File: config.mk
export PLATFORM = sky130hd
export DESIGN_NAME = apb3_reg_completer
export DESIGN_NICKNAME = d
export VERILOG_FILES = /design/src/rtl/apb_pkg.sv /design/src/rtl/apb_wait_counter.sv /design/src/rtl/apb3_reg_completer.sv
export SDC_FILE = /design/constraint.sdc
export NUM_CORES = 1
export LEC_CHECK = 0
export CAP_MARGIN = 10
export CORE_ASPECT_RATIO = 1.5
export CORE_MARGIN = 8
export CORE_UTILIZATION = 50
export CTS_CLUSTER_DIAMETER = 150
export CTS_CLUSTER_SIZE = 10
export DETAILED_ROUTE_END_ITERATION = 7
export GPL_TIMING_DRIVEN = 0
export PLACE_DENSITY = 0.74
export SLEW_MARGIN = 20
export SYNTH_ARGS = -nofsm -noshare
export SYNTH_HDL_FRONTEND = slang
export SYNTH_SLANG_ARGS = --single-unit
File: constraint.sdc
create_clock -name HCLK -period 2.4 [get_ports HCLK]
set_clock_uncertainty 0.15 [all_clocks]
set_input_delay 0.48 -clock HCLK [delete_from_list [all_inputs] [get_ports HCLK]]
set_output_delay 0.48 -clock HCLK [all_outputs]
set_load 0.03 [all_outputs]
File: src/rtl/apb_pkg.sv
// apb_pkg: shared APB state encodings, completer register offsets, CTRL bit indices
package apb_pkg;
  typedef enum logic {IDLE = 1'b0, ACCESS = 1'b1} apb_state_e;
  localparam logic [4:0] OFF_CTRL     = 5'h00;
  localparam logic [4:0] OFF_SCRATCH0 = 5'h04;
  localparam logic [4:0] OFF_SCRATCH1 = 5'h08;
  localparam logic [4:0] OFF_ID       = 5'h0C;
  localparam logic [4:0] OFF_CNT      = 5'h10;
  localparam logic [4:0] OFF_WAITCFG  = 5'h14;
  localparam int CTRL_EN  = 0;
  localparam int CTRL_CLR = 1;
  localparam int CTRL_OVF = 2;
  localparam int CTRL_IE  = 3;
  // Unmapped or misaligned offsets, and writes to read-only registers, get PSLVERR
  function automatic logic addr_err(input logic [4:0] a, input logic w);
    return a[1:0] != 2'b00 || a > OFF_WAITCFG || (w && (a == OFF_ID || a == OFF_CNT));
  endfunction
endpackage

File: src/rtl/apb_wait_counter.sv
// apb_wait_counter: loadable 4-bit wait-state down-counter, advances only on PCLKEN
module apb_wait_counter (
  input  logic       HCLK,
  input  logic       HRESETn,
  input  logic       PCLKEN,
  input  logic       load,
  input  logic       dec,
  input  logic [3:0] load_val,
  output logic       zero
);
  logic [3:0] cnt;
  always_ff @(posedge HCLK or negedge HRESETn)
    if (!HRESETn) cnt <= '0;
    else if (PCLKEN) cnt <= load ? load_val : (dec && cnt != 4'd0) ? cnt - 4'd1 : cnt;
  assign zero = cnt == 4'd0;
endmodule

File: src/rtl/apb3_reg_completer.sv
// apb3_reg_completer: APB3 completer with CTRL/scratch/ID/counter registers and wait states
module apb3_reg_completer
  import apb_pkg::*;
#(
  parameter int          ADDRWIDTH = 16,
  parameter int          DATAWIDTH = 32,
  parameter logic [31:0] ID_VALUE  = 32'hA3B0_0001,
  parameter int          CNTWIDTH  = 32
) (
  input  logic                 HCLK,
  input  logic                 HRESETn,
  input  logic                 PCLKEN,
  input  logic                 PSEL,
  input  logic                 PENABLE,
  input  logic                 PWRITE,
  input  logic [ADDRWIDTH-1:0] PADDR,
  input  logic [DATAWIDTH-1:0] PWDATA,
  output logic                 PREADY,
  output logic [DATAWIDTH-1:0] PRDATA,
  output logic                 PSLVERR,
  output logic                 IRQ
);
  apb_state_e state, state_nx;
  logic [4:0] addr_q;
  logic write_q;
  logic [31:0] wdata_q, scratch0, scratch1, rdata;
  logic [3:0] waitcfg;
  logic [CNTWIDTH-1:0] cnt;
  logic en, ie, ovf, zero, load, dec, step, abort, err, wr, wr_ctrl, ovf_set;
  logic unused_paddr;
  assign unused_paddr = ^PADDR[ADDRWIDTH-1:5];
  apb_wait_counter u_wait (
    .HCLK(HCLK), .HRESETn(HRESETn), .PCLKEN(PCLKEN),
    .load(load), .dec(dec), .load_val(waitcfg), .zero(zero)
  );
  always_ff @(posedge HCLK or negedge HRESETn)
    if (!HRESETn) state <= IDLE;
    else state <= state_nx;
  always_comb begin
    load     = state == IDLE && PCLKEN && PSEL && !PENABLE;
    abort    = state == ACCESS && PCLKEN && !PSEL;
    step     = state == ACCESS && PCLKEN && PSEL && PENABLE;
    dec      = step && !zero;
    state_nx = load ? ACCESS : (abort || (step && zero)) ? IDLE : state;
  end
  always_ff @(posedge HCLK or negedge HRESETn)
    if (!HRESETn) begin
      addr_q  <= '0;
      write_q <= 1'b0;
      wdata_q <= '0;
    end else if (load) begin
      addr_q  <= PADDR[4:0];
      write_q <= PWRITE;
      wdata_q <= 32'(PWDATA);
    end
  assign err     = addr_err(addr_q, write_q);
  assign wr      = step && zero && write_q && !err;
  assign wr_ctrl = wr && addr_q == OFF_CTRL;
  assign ovf_set = en && &cnt;
  always_ff @(posedge HCLK or negedge HRESETn)
    if (!HRESETn) begin
      en       <= 1'b0;
      ie       <= 1'b0;
      ovf      <= 1'b0;
      IRQ      <= 1'b0;
      scratch0 <= '0;
      scratch1 <= '0;
      waitcfg  <= '0;
      cnt      <= '0;
    end else begin
      cnt <= (wr_ctrl && wdata_q[CTRL_CLR]) ? '0 : en ? cnt + CNTWIDTH'(1) : cnt;
      // A wrap in the same cycle as a W1C keeps OVF set
      ovf <= ovf_set ? 1'b1 : (wr_ctrl && wdata_q[CTRL_OVF]) ? 1'b0 : ovf;
      IRQ <= ovf && ie;
      if (wr_ctrl) begin
        en <= wdata_q[CTRL_EN];
        ie <= wdata_q[CTRL_IE];
      end
      if (wr && addr_q == OFF_SCRATCH0) scratch0 <= wdata_q;
      if (wr && addr_q == OFF_SCRATCH1) scratch1 <= wdata_q;
      if (wr && addr_q == OFF_WAITCFG) waitcfg <= wdata_q[3:0];
    end
  always_comb begin
    rdata = addr_q == OFF_CTRL     ? 32'({ie, ovf, 1'b0, en}) :
            addr_q == OFF_SCRATCH0 ? scratch0 :
            addr_q == OFF_SCRATCH1 ? scratch1 :
            addr_q == OFF_ID       ? ID_VALUE :
            addr_q == OFF_CNT      ? 32'(cnt) :
            addr_q == OFF_WAITCFG  ? 32'(waitcfg) : 32'd0;
    PREADY  = state == IDLE || zero;
    PRDATA  = (state == ACCESS && !write_q && !err) ? DATAWIDTH'(rdata) : '0;
    PSLVERR = state == ACCESS && zero && err;
  end
endmodule

==> flow_summary_export.csv <==
group,metric,value,unit
logic_synthesis,syn_nets,655,
outcome,violations,"setup timing",
timing,fin_ws,-0.402,ns
worst_setup_path,worstPathCellList,"nor4_4 -> buf_6 -> and2_4 -> clkbuf_16 -> a222oi_1 -> nor2_2 -> buf_6",
timing,period_needed,2.80,ns
place,dp_slack,-1.05,ns
power_and_ir_drop,total_power,9690,µW
place,io_buffers,77,
cts,clk_pin_slew,0.06,ns
floorplan,placementRows,53,
logic_synthesis,synth_top_cell_by_area,"dfrtp_1",
drt,drtIter0Drc,478,
timing,setup_viol,79,
grt,grt_pass1_wl,31.0,mm
worst_setup_path,cpPeakStageDelay,0.49,ns
outcome,outcome,"finished, violations left",
power_and_ir_drop,power.internal,6120,µW
grt,overflow,0,
worst_setup_path,crit_top_cell,"buf_6",
place,postPlaceCellArea,8120,µm²
floorplan,start_util,50.6,%
drt,drtPass1Iterations,8,
logic_synthesis,synth_area_leaders,"dfrtp_1, mux2_2, nor2_1, a222oi_1, a21oi_1",
floorplan,die_y,161,µm
finish,fin_cells,915,
cts,cts.sinks,147,
grt,antenna_found_initial,0,
drt,vias,5695,
min_path,hp-class,"in -> reg",
power_and_ir_drop,leakagePower,0.00419,µW
cts,root_buffer,"clkbuf_16",
worst_setup_path,slowest_stage,"dfrtp_2",
finish,stdcell_area,9720,µm²
drt,drc,0,
drt,wl_per_cell,22.4,µm
finish,multi_input_area,3520,µm²
cts,cts_htree_levels,4,
finish,mostFrequentLayoutCell,"dfrtp_1",
power_and_ir_drop,p_seq_share,36.9,%
finish,diodes,0,
place,gp_congestion,0.862,
logic_synthesis,ys_types,54,
logic_synthesis,synth_flop_cell,"dfrtp_1",
finish,syn_to_final_growth,38.7,%
worst_setup_path,crit_fanout,6,
floorplan,io_pins,89,
cts,insertion_delay,0.42,ns
timing,worst_slew_pin_slew,0.634,ns
finish,nFillCells,884,
flow_run,cap_violations,0,
logic_synthesis,synth_edf_count,0,
place,dp.cells,841,
timing,grt_setup_unrepaired,"yes",
timing,hold-worst-slack,0.302,ns
drt,viasPerCell,6.22,
power_and_ir_drop,pwr-share-clk,27.4,%
finish,final_cell_mix,"dfrtp_1, mux2_2, buf_6",
logic_synthesis,synth-warning-count,0,
finish,drive_gt1_share,45.1,%
floorplan,core,13900,µm²
power_and_ir_drop,swShare,36.8,%
drt,ant_nets,0,
floorplan,dieWidth,113,µm
worst_setup_path,path_class,"reg -> out",
cts,cts.path.max_buffers,2,
cts,cts_inserted_buffers,17,
power_and_ir_drop,ir_drop,0.665,mV
finish,seq_area,3680,µm²
place,hpwl,12.3,mm
timing,max_slew_margin,57.6,%
worst_setup_path,startpoint_type,"flop",
drt,routed_wl,20.5,mm
floorplan,die_area,18100,µm²
timing,period_share,117,%
power_and_ir_drop,powerDensity,997,nW/µm²
logic_synthesis,synth.avg_cell_area,11.7,µm²
logic_synthesis,synth_seq_cells,147,
logic_synthesis,synth_area,7010,µm²
power_and_ir_drop,p_switching,3560,µW
grt,grt_pass1_vias,6101,
timing,max_freq,357,MHz
grt,grt_max_degree,106,
finish,nets,796,
logic_synthesis,synthArstFlopShare,100,%
worst_setup_path,cp.required,1.77,ns
timing,final_hold_viol_count,0,
worst_setup_path,critPathCaptureType,"primary output",
timing,slew_violations,0,
cts,cts_tree,"built",
power_and_ir_drop,combPwrFrac,35.8,%
logic_synthesis,synth_cells,598,
grt,grt.total_usage,21.4,%
logic_synthesis,yosysSeqAreaShare,52.5,%
logic_synthesis,yosysTopAreaCellShare,52.5,%
worst_setup_path,worstPathArrival,2.17,ns
[state kept, by name, summed over array words and instances (netlist names), 4 cells and up]
signal and count:
u_wait.cnt 4, waitcfg 4, addr_q 5, scratch1 32, cnt 32, scratch0 32
wdata_q 32
[routing by layer]
| metal | vias up | GRT usage (%) | share of wire, % |
|---|---|---|---|
| li1 | 2501 | - | - |
| met1 | 2915 | 24.1 | 37 |
| met2 | 217 | 37.3 | 53 |
| met3 | 62 | 4.52 | 5.2 |
| met4 | 0 | 10.9 | 4.1 |
| met5 | - | 0 | 0 |
[critical path, delay by kind of cell (launching register included)]
family	cells	cell delay [ns]
simple gates	3	0.68
flops	1	0.49
compound gates	1	0.08
buf+inv	3	0.48
[power by group through the flow]
stage | combinational, µW | sequential [µW] | clock, µW
2_1_floorplan | 1910 | 3330 | 0
3_3_place_gp | 2390 | 3490 | 0
3_5_place_dp | 2510 | 3530 | 0
4_1_cts | 2950 | 3520 | 2680
5_1_grt | 3750 | 3630 | 2790
6_report | 3460 | 3570 | 2650
[timing repair]
action | 4_1_cts | 5_1_grt
resized for setup | 342 | 53
setup buffers | 27 | 16
endpoints found under the hold margin | 42 | 0
endpoints found under the setup margin | 163 | 150
hold buffers | 1 | 0
gates cloned | 1 | 4
pin swaps | 26 | 19
[logic make-up (layout without fill, tap and decap cells)]
| kind of cell | count (synthesis) | after routing | synth area share (%) |
|---|---|---|---|
| buf+inv | 47 | 199 | 3.32 |
| compound gates | 90 | 90 | 8.94 |
| flops | 147 | 147 | 52.5 |
| fa+ha+maj | 3 | 3 | 0.536 |
| mux | 113 | 113 | 18.3 |
| xor+xnor | 15 | 15 | 1.87 |
| simple gates | 183 | 183 | 14.6 |
[final cells by class]
type                            instances  area share (%)
Buffer                                 37            4.02
Clock buffer                           21            4.63
Clock inverter                          9            1.36
Inverter                                7           0.309
Multi-Input combinational cell        404            36.3
Sequential cell                       147            37.9
Tap cell                              165            2.12
Timing Repair Buffer                  125            13.4
[stage by stage]
| stage | util [%] | TNS (ns) |
|---|---|---|
| final | 70.1 | -13.50 |
| after floorplan | - | -0.532 |
| after detailed placement | 58.6 | -99.68 |
| after global routing | 70.1 | -17.68 |
| after CTS | 67.7 | -9.34 |
| after global placement | 58.4 | -815.86 |
[worst paths after layout]
kind | end | cells after the start | slack, ns | start
worst max-delay path | PRDATA[10] | 7 | -0.40 | addr_q[1]$_DFFE_PN0P_
worst min-delay path | state$_DFFE_PN0P_ | 2 | 0.30 | PENABLE
worst max register to register | scratch0[26]$_DFFE_PN0P_ | 9 | -0.14 | u_wait.cnt[0]$_DFFE_PN0P_
worst min register to register | scratch0[5]$_DFFE_PN0P_ | 1 | 0.35 | scratch0[5]$_DFFE_PN0P_
max in group asynchronous | addr_q[4]$_DFFE_PN0P_ | 3 | 0.84 | HRESETn
min in group asynchronous | scratch1[8]$_DFFE_PN0P_ | 2 | 0.40 | HRESETn
[Yosys cell counts (4+ instances only)]
library cell	n
xnor2_1	9
a222oi_1	21
o31ai_1	11
nor2_1	58
nand4_1	15
dfrtp_1	147
or4_1	14
nand3_1	12
buf_2	5
mux2i_1	5
buf_6	4
and4_1	6
and3_1	5
xor2_1	6
or3_1	8
nor3_1	14
o21ai_0	11
buf_4	5
a21oi_1	34
inv_1	7
mux2_2	103
mux2_4	4
nand2_1	27
clkbuf_1	23
and2_1	5
Power figures use the tool's default switching activity.
